===== src/rtl/core_states_pkg.sv =====
// Core pipeline state encoding shared by the scheduler and per-thread units.
package core_states_pkg;

    typedef enum logic [2:0] {
        IDLE    = 3'b000,
        FETCH   = 3'b001,
        DECODE  = 3'b010,
        REQUEST = 3'b011,
        WAIT    = 3'b100,
        EXECUTE = 3'b101,
        UPDATE  = 3'b110,
        DONE    = 3'b111
    } core_state_e;

endpackage


===== src/rtl/reg_pkg.sv =====
// Register-file write-source encoding and layout of the read-only special registers.
package reg_pkg;

    typedef enum logic [1:0] {
        ARITHMETIC = 2'b00,
        MEMORY     = 2'b01,
        CONSTANT   = 2'b10
    } optype_e;

    // Special registers occupy the top RO_COUNT addresses; offsets count down from NUM_REGS.
    localparam int RO_COUNT       = 3;
    localparam int BLOCK_IDX_OFS  = 3;
    localparam int BLOCK_DIM_OFS  = 2;
    localparam int THREAD_IDX_OFS = 1;

endpackage


===== src/rtl/reg_scoreboard.sv =====
// Pending-load scoreboard: one bit per register, set on LDR issue, cleared on LSU writeback.
module reg_scoreboard #(
    parameter int NUM_REGS = 16,
    localparam int ADDR_BITS = $clog2(NUM_REGS)
) (
    input  logic                 clk,
    input  logic                 reset_n,
    input  logic                 set_en,
    input  logic [ADDR_BITS-1:0] set_addr,
    input  logic                 clr_en,
    input  logic [ADDR_BITS-1:0] clr_addr,
    input  logic [ADDR_BITS-1:0] query_rs,
    input  logic [ADDR_BITS-1:0] query_rt,
    input  logic [ADDR_BITS-1:0] query_rd,
    output logic                 hit_rs,
    output logic                 hit_rt,
    output logic                 hit_rd,
    output logic                 pending_any
);

    localparam int DEPTH = 1 << ADDR_BITS;

    logic [DEPTH-1:0] pending;
    logic [DEPTH-1:0] pending_nxt;

    // Set is applied after clear so a same-cycle set/clear of one bit leaves it set.
    always_comb begin
        // NOTE: default first, so every path assigns pending_nxt and no latch is inferred.
        pending_nxt = pending;
        if (clr_en) begin
            pending_nxt[clr_addr] = 1'b0;
        end
        if (set_en) begin
            pending_nxt[set_addr] = 1'b1;
        end
    end

    always_ff @(posedge clk or negedge reset_n) begin
        // NOTE: non-blocking assignments for state, so all flops update from pre-edge values.
        if (!reset_n) begin
            pending <= '0;
        end else begin
            pending <= pending_nxt;
        end
    end

    assign hit_rs      = pending[query_rs];
    assign hit_rt      = pending[query_rt];
    assign hit_rd      = pending[query_rd];
    assign pending_any = |pending;

endmodule


===== src/rtl/thread_regfile_sb.sv =====
// Per-thread register file with read-only special registers and non-blocking load scoreboard.
module thread_regfile_sb
    import reg_pkg::*, core_states_pkg::*;
#(
    parameter int NUM_REGS          = 16,
    parameter int DATA_BITS         = 8,
    parameter int THREADS_PER_BLOCK = 4,
    parameter int THREAD_ID         = 0,
    localparam int ADDR_BITS        = $clog2(NUM_REGS)
) (
    input  logic                 clk,
    input  logic                 reset_n,
    input  logic                 enable,
    input  logic                 block_start,
    input  logic [DATA_BITS-1:0] block_id,
    input  logic [2:0]           core_state,
    input  logic [ADDR_BITS-1:0] decoded_rd_address,
    input  logic [ADDR_BITS-1:0] decoded_rs_address,
    input  logic [ADDR_BITS-1:0] decoded_rt_address,
    input  logic                 decoded_reg_write_enable,
    input  logic [1:0]           decoded_reg_input_mux,
    input  logic [DATA_BITS-1:0] decoded_immediate,
    input  logic [DATA_BITS-1:0] alu_out,
    input  logic                 lsu_wb_valid,
    input  logic [ADDR_BITS-1:0] lsu_wb_address,
    input  logic [DATA_BITS-1:0] lsu_out,
    output logic [DATA_BITS-1:0] rs,
    output logic [DATA_BITS-1:0] rt,
    output logic                 hazard,
    output logic                 pending_any
);

    localparam int DEPTH = 1 << ADDR_BITS;

    localparam logic [ADDR_BITS-1:0] BLOCK_IDX_ADDR  = ADDR_BITS'(NUM_REGS - BLOCK_IDX_OFS);
    localparam logic [ADDR_BITS-1:0] BLOCK_DIM_ADDR  = ADDR_BITS'(NUM_REGS - BLOCK_DIM_OFS);
    localparam logic [ADDR_BITS-1:0] THREAD_IDX_ADDR = ADDR_BITS'(NUM_REGS - THREAD_IDX_OFS);
    localparam logic [DATA_BITS-1:0] BLOCK_DIM_VAL   = DATA_BITS'(THREADS_PER_BLOCK);
    localparam logic [DATA_BITS-1:0] THREAD_ID_VAL   = DATA_BITS'(THREAD_ID);

    logic [DATA_BITS-1:0] regs [DEPTH];
    logic [DATA_BITS-1:0] block_idx;

    logic                 hit_rs;
    logic                 hit_rt;
    logic                 hit_rd;
    logic                 wb_fire;
    logic                 upd_fire;
    logic                 read_fire;
    logic                 upd_wr_en;
    logic                 ldr_issue;
    logic [DATA_BITS-1:0] upd_wr_data;
    logic [DATA_BITS-1:0] rs_next;
    logic [DATA_BITS-1:0] rt_next;

    // Anything at or above %blockIdx (including unused addresses when NUM_REGS is not a power of two).
    function automatic logic is_general(input logic [ADDR_BITS-1:0] addr);
        return addr < BLOCK_IDX_ADDR;
    endfunction

    function automatic logic [DATA_BITS-1:0] operand(input logic [ADDR_BITS-1:0] addr);
        if (wb_fire && lsu_wb_address == addr) begin
            return lsu_out;
        end
        if (block_start && addr == BLOCK_IDX_ADDR) begin
            return block_id;
        end
        if (addr == BLOCK_IDX_ADDR) begin
            return block_idx;
        end
        if (addr == BLOCK_DIM_ADDR) begin
            return BLOCK_DIM_VAL;
        end
        if (addr == THREAD_IDX_ADDR) begin
            return THREAD_ID_VAL;
        end
        if (is_general(addr)) begin
            return regs[addr];
        end
        return '0;
    endfunction

    assign wb_fire   = lsu_wb_valid && is_general(lsu_wb_address);
    assign read_fire = enable && (core_state == REQUEST);
    assign upd_fire  = enable && (core_state == UPDATE) && decoded_reg_write_enable
                    && is_general(decoded_rd_address) && !hit_rd;

    always_comb begin
        upd_wr_en   = 1'b0;
        upd_wr_data = alu_out;
        ldr_issue   = 1'b0;
        if (upd_fire) begin
            case (decoded_reg_input_mux)
                ARITHMETIC: begin
                    upd_wr_en   = 1'b1;
                    upd_wr_data = alu_out;
                end
                CONSTANT: begin
                    upd_wr_en   = 1'b1;
                    upd_wr_data = decoded_immediate;
                end
                MEMORY:  ldr_issue = 1'b1;
                default: ;
            endcase
        end
    end

    always_comb begin
        rs_next = operand(decoded_rs_address);
        rt_next = operand(decoded_rt_address);
    end

    reg_scoreboard #(
        .NUM_REGS(NUM_REGS)
    ) u_scoreboard (
        .clk        (clk),
        .reset_n    (reset_n),
        .set_en     (ldr_issue),
        .set_addr   (decoded_rd_address),
        .clr_en     (wb_fire),
        .clr_addr   (lsu_wb_address),
        .query_rs   (decoded_rs_address),
        .query_rt   (decoded_rt_address),
        .query_rd   (decoded_rd_address),
        .hit_rs     (hit_rs),
        .hit_rt     (hit_rt),
        .hit_rd     (hit_rd),
        .pending_any(pending_any)
    );

    // A writeback colliding with an UPDATE write to the same non-pending register takes precedence.
    always_ff @(posedge clk or negedge reset_n) begin
        if (!reset_n) begin
            // NOTE: the array is reset because general registers must read zero after reset.
            for (int i = 0; i < DEPTH; i++) begin
                regs[i] <= '0;
            end
            block_idx <= '0;
        end else begin
            if (block_start) begin
                block_idx <= block_id;
            end
            if (upd_wr_en) begin
                regs[decoded_rd_address] <= upd_wr_data;
            end
            if (wb_fire) begin
                regs[lsu_wb_address] <= lsu_out;
            end
        end
    end

    always_ff @(posedge clk or negedge reset_n) begin
        if (!reset_n) begin
            rs <= '0;
            rt <= '0;
        end else if (read_fire) begin
            rs <= rs_next;
            rt <= rt_next;
        end
    end

    assign hazard = enable
                 && (core_state == DECODE || core_state == REQUEST || core_state == UPDATE)
                 && (hit_rs || hit_rt || (decoded_reg_write_enable && hit_rd));

endmodule


===== config.mk =====
export PLATFORM = sky130hd
export DESIGN_NAME = thread_regfile_sb
export DESIGN_NICKNAME = d
export VERILOG_FILES = /design/src/rtl/core_states_pkg.sv /design/src/rtl/reg_pkg.sv /design/src/rtl/reg_scoreboard.sv /design/src/rtl/thread_regfile_sb.sv
export SDC_FILE = /design/constraint.sdc
export NUM_CORES = 1
export LEC_CHECK = 0
export CAP_MARGIN = 20
export CORE_ASPECT_RATIO = 0.8
export CORE_MARGIN = 5
export CORE_UTILIZATION = 45
export DETAILED_ROUTE_END_ITERATION = 7
export GPL_ROUTABILITY_DRIVEN = 0
export PLACE_DENSITY_LB_ADDON = 0.08
export REMOVE_ABC_BUFFERS = 1
export SYNTH_ARGS = -nofsm -noshare
export SYNTH_HDL_FRONTEND = slang
export SYNTH_SLANG_ARGS = --single-unit

===== constraint.sdc =====
create_clock -name clk -period 8.7 [get_ports clk]
set_input_delay 1.74 -clock clk [delete_from_list [all_inputs] [get_ports clk]]
set_output_delay 1.74 -clock clk [all_outputs]
set_load 0.1 [all_outputs]

==> run_results.csv <==
group,metric,value,unit
outcome,status,"finished, final reports clean",
power_and_ir_drop,combPwrFrac,29.9,%
sta,layout_min_cycle_time,7.20,ns
floorplan,die_w,178,um
sta,setup_tns,0,ns
route,drc,0,
power_and_ir_drop,p_int,0.00166,W
setup_path,cp_slowest_cell,"clkdlybuf4s50_1",
setup_path,cp-end-kind,"output pin",
global_routing,grt_max_degree,69,
clocking,cts_sinks,166,
finish,seq_area,4150,um2
floorplan,die-area,25800,um2
sta,fin_skew,0.0159,ns
route,drt_iter0_markers,1408,
worst_hold_path,hold_end,"regs[19]$_DFF_PN0_",
route,ant_nets,0,
setup_path,cp.required,6.96,ns
synthesis,syn_avg_cell_area,10.5,um2
finish,drive_gt1_share,16.6,%
setup_path,cpPeakStageDelay,0.97,ns
clocking,clock_path_buffers,2,
finish,final_common_cell,"dfrtp_1",
synthesis,ys_ff_latch,166,
synthesis,synth_area_leaders,"dfrtp_1 (41%), mux4_2 (15%), a31oi_1 (6.4%), o22ai_1 (4.0%), o2bb2ai_1 (3.0%)",
power_and_ir_drop,leakagePower,4.54,nW
setup_path,worstPathMaxFanout,18,
power_and_ir_drop,seq_power_share,40.3,%
sta,rsz0062_at_grt,"false",
route,routed_wl,38.4,mm
route,vias_per_cell,7.09,
sta,final-setup-viol-count,0,
sta,slew_headroom,23.8,%
setup_path,cp.arrival,5.46,ns
synthesis,synth_edf_count,0,
sta,worst_slack,1.50,ns
clocking,cts-resized-gates,0,
setup_path,reg2reg_slack,5.54,ns
clocking,cts_root_buf,"clkbuf_16",
global_routing,antenna_found_initial,0,
route,dr.pass1.iters,6,
power_and_ir_drop,ir_worst_vdd,0.137,mV
clocking,h-tree-depth,4,
placement,dp_slack,1.56,ns
placement,place.detailed.hpwl,26.7,mm
power_and_ir_drop,netSwitchingPower,0.000900,W
power_and_ir_drop,sw_frac_of_total,35.2,%
setup_path,r2r-start,"u_scoreboard.pending[2]$_DFF_PN0_",
finish,multi_input_area,5470,um2
power_and_ir_drop,power.total,0.00256,W
global_routing,grt_pass1_vias,8737,
power_and_ir_drop,clkPwrFrac,29.8,%
clocking,cts_setup_buffers,0,
floorplan,start_util,45.5,%
floorplan,rows,49,
power_and_ir_drop,pwr_density_cell,220,nW/um2
clocking,ctsHoldBuffers,0,
setup_path,critPathLaunchType,"input port",
synthesis,syn_area,10200,um2
global_routing,groute.usage.overall,30.2,%
flow_run,drv_cap,0,
finish,nFillCells,2006,
synthesis,async_flop_share,100,%
finish,final_util,51.8,%
floorplan,io_pins,77,
setup_path,crit_chain,"clkdlybuf4s50_1 -> mux2_1 -> mux4_2 -> or2_1 -> and3_1 -> o31a_1 -> clkdlybuf4s50_1",
clocking,cts_tree,"done",
finish,antenna_cells,0,
floorplan,coreArea,22400,um2
worst_hold_path,hold_path_class,"reg2reg",
synthesis,yosysWarnings,0,
synthesis,synth_cells,970,
setup_path,path_class,"in2out",
worst_hold_path,hold_depth,0,
clocking,insertion_delay,0.45,ns
synthesis,ys_seq_area_share,40.7,%
finish,final_cell_mix,"dfrtp_1 (166), a31oi_1 (105), clkdlybuf4s50_1 (71), mux4_2 (67), o22ai_1 (66)",
setup_path,crit_top_cell,"clkdlybuf4s50_1",
sta,fmax,0.139,GHz
floorplan,die_h,145,um
sta,hold_viol_final,0,
synthesis,synth_top_cell_area_share,40.7,%
synthesis,yosysTopAreaCell,"dfrtp_1",
synthesis,yosysUniqueCellTypes,69,
global_routing,grt_first_pass_wirelength,57.3,mm
finish,areaGrowthSynthToFinish,13.9,%
global_routing,grt_overflow,0,
setup_path,r2r_end,"regs[101]$_DFF_PN0_",
clocking,cts_inserted_buffers,17,
setup_path,rr_worst_depth,5,
setup_path,critical-path-top-delay-family,"buffers and inverters",
clocking,clkTransAtPathRegs,0.07,ns
worst_hold_path,hp-start,"regs[19]$_DFF_PN0_",
synthesis,yosys_most_used_dff,"dfrtp_1",
sta,final.period_utilization,82.7,%
route,route.vias.total,9162,
sta,slew_violations,0,
sta,worstMarginPinSlew,1.14,ns
setup_path,path_buf_inv,2,
route,wl_per_cell,29.7,um
finish,finalNetCount,1033,
placement,numPortBuffers,76,
[layout make-up]
cell class / count / share of cell area [%]
multi-input cells: 660 / 47.1
flip-flops and latches: 166 / 35.7
repair buffers: 103 / 8.12
clock buffers: 18 / 3.78
well taps: 306 / 3.29
clock inverters: 14 / 1.19
inverters: 26 / 0.839
[routing by layer]
| metal | routed length, um | vias to the layer above | track usage, % |
|---|---|---|---|
| li1 | - | 3802 | - |
| met1 | 16200 | 4646 | 44.5 |
| met2 | 16500 | 629 | 43.4 |
| met3 | 4500 | 85 | 8.55 |
| met4 | 1110 | 0 | 9.37 |
| met5 | 0 | - | 0 |
[flip-flops by register name, summed over array words and instances (netlist names)]
register and flops:
block_idx 8, rt 8, u_scoreboard.pending 16, regs 126, rs 8
[synthesized netlist by cell type (11+ instances only)]
master       n
a31oi_1    105
clkbuf_1    73
nor2_1      56
a21oi_1     13
o2bb2ai_1   35
dfrtp_1    166
mux4_2      67
a22o_1      11
buf_2       29
nand3_1     16
mux2i_1     21
o22ai_1     66
buf_1       13
o221ai_1    16
nand2b_1    45
nand2_1     65
inv_1       25
[cells by family after synthesis]
group,share of synthesized area [%]
flops,40.7
xor+xnor,0.686
buf+inv,5.87
compound gates,22.4
simple gates,13.0
mux,17.4
[worst max-delay path by stage]
| stage | slack (ns) | endpoint | from | cells after the start |
|---|---|---|---|---|
| after global routing | 1.39 | hazard | decoded_rd_address[1] | 7 |
| after detailed placement | 1.56 | hazard | decoded_rd_address[1] | 7 |
| after CTS | 1.52 | hazard | decoded_rd_address[1] | 7 |
| final | 1.50 | hazard | decoded_rd_address[1] | 7 |
| after global placement | 1.58 | hazard | decoded_rd_address[1] | 7 |
| after floorplan | 3.28 | hazard | decoded_rd_address[1] | 5 |
[power groups by stage]
| stage | Sequential [W] | Clock (W) | Combinational [W] |
|---|---|---|---|
| after floorplan | 0.00112 | 0 | 0.000405 |
| after global placement | 0.00104 | 0 | 0.000751 |
| after detailed placement | 0.00104 | 0 | 0.000758 |
| after CTS | 0.00102 | 0.000768 | 0.000761 |
| after global routing | 0.00104 | 0.000798 | 0.000818 |
| final | 0.00103 | 0.000764 | 0.000766 |
[worst register-to-register path, stage by stage (launching register included)]
cell,delay (ns)
dfrtp_1,0.46
mux2_1,0.33
mux4_2,0.66
or3_1,0.67
nand3_1,0.69
a31oi_1,0.19
[per-stage QoR]
step                hold slack (ns)  cells  instance area [um2]
floorplan                     0.349    852                 9710
global placement              0.362   1259                11000
detailed placement            0.363   1260                11000
CTS                           0.378   1292                11600
global route                  0.382   1293                11600
finish                        0.372   1293                11600
No activity file was read; power rests on OpenSTA's default activity.
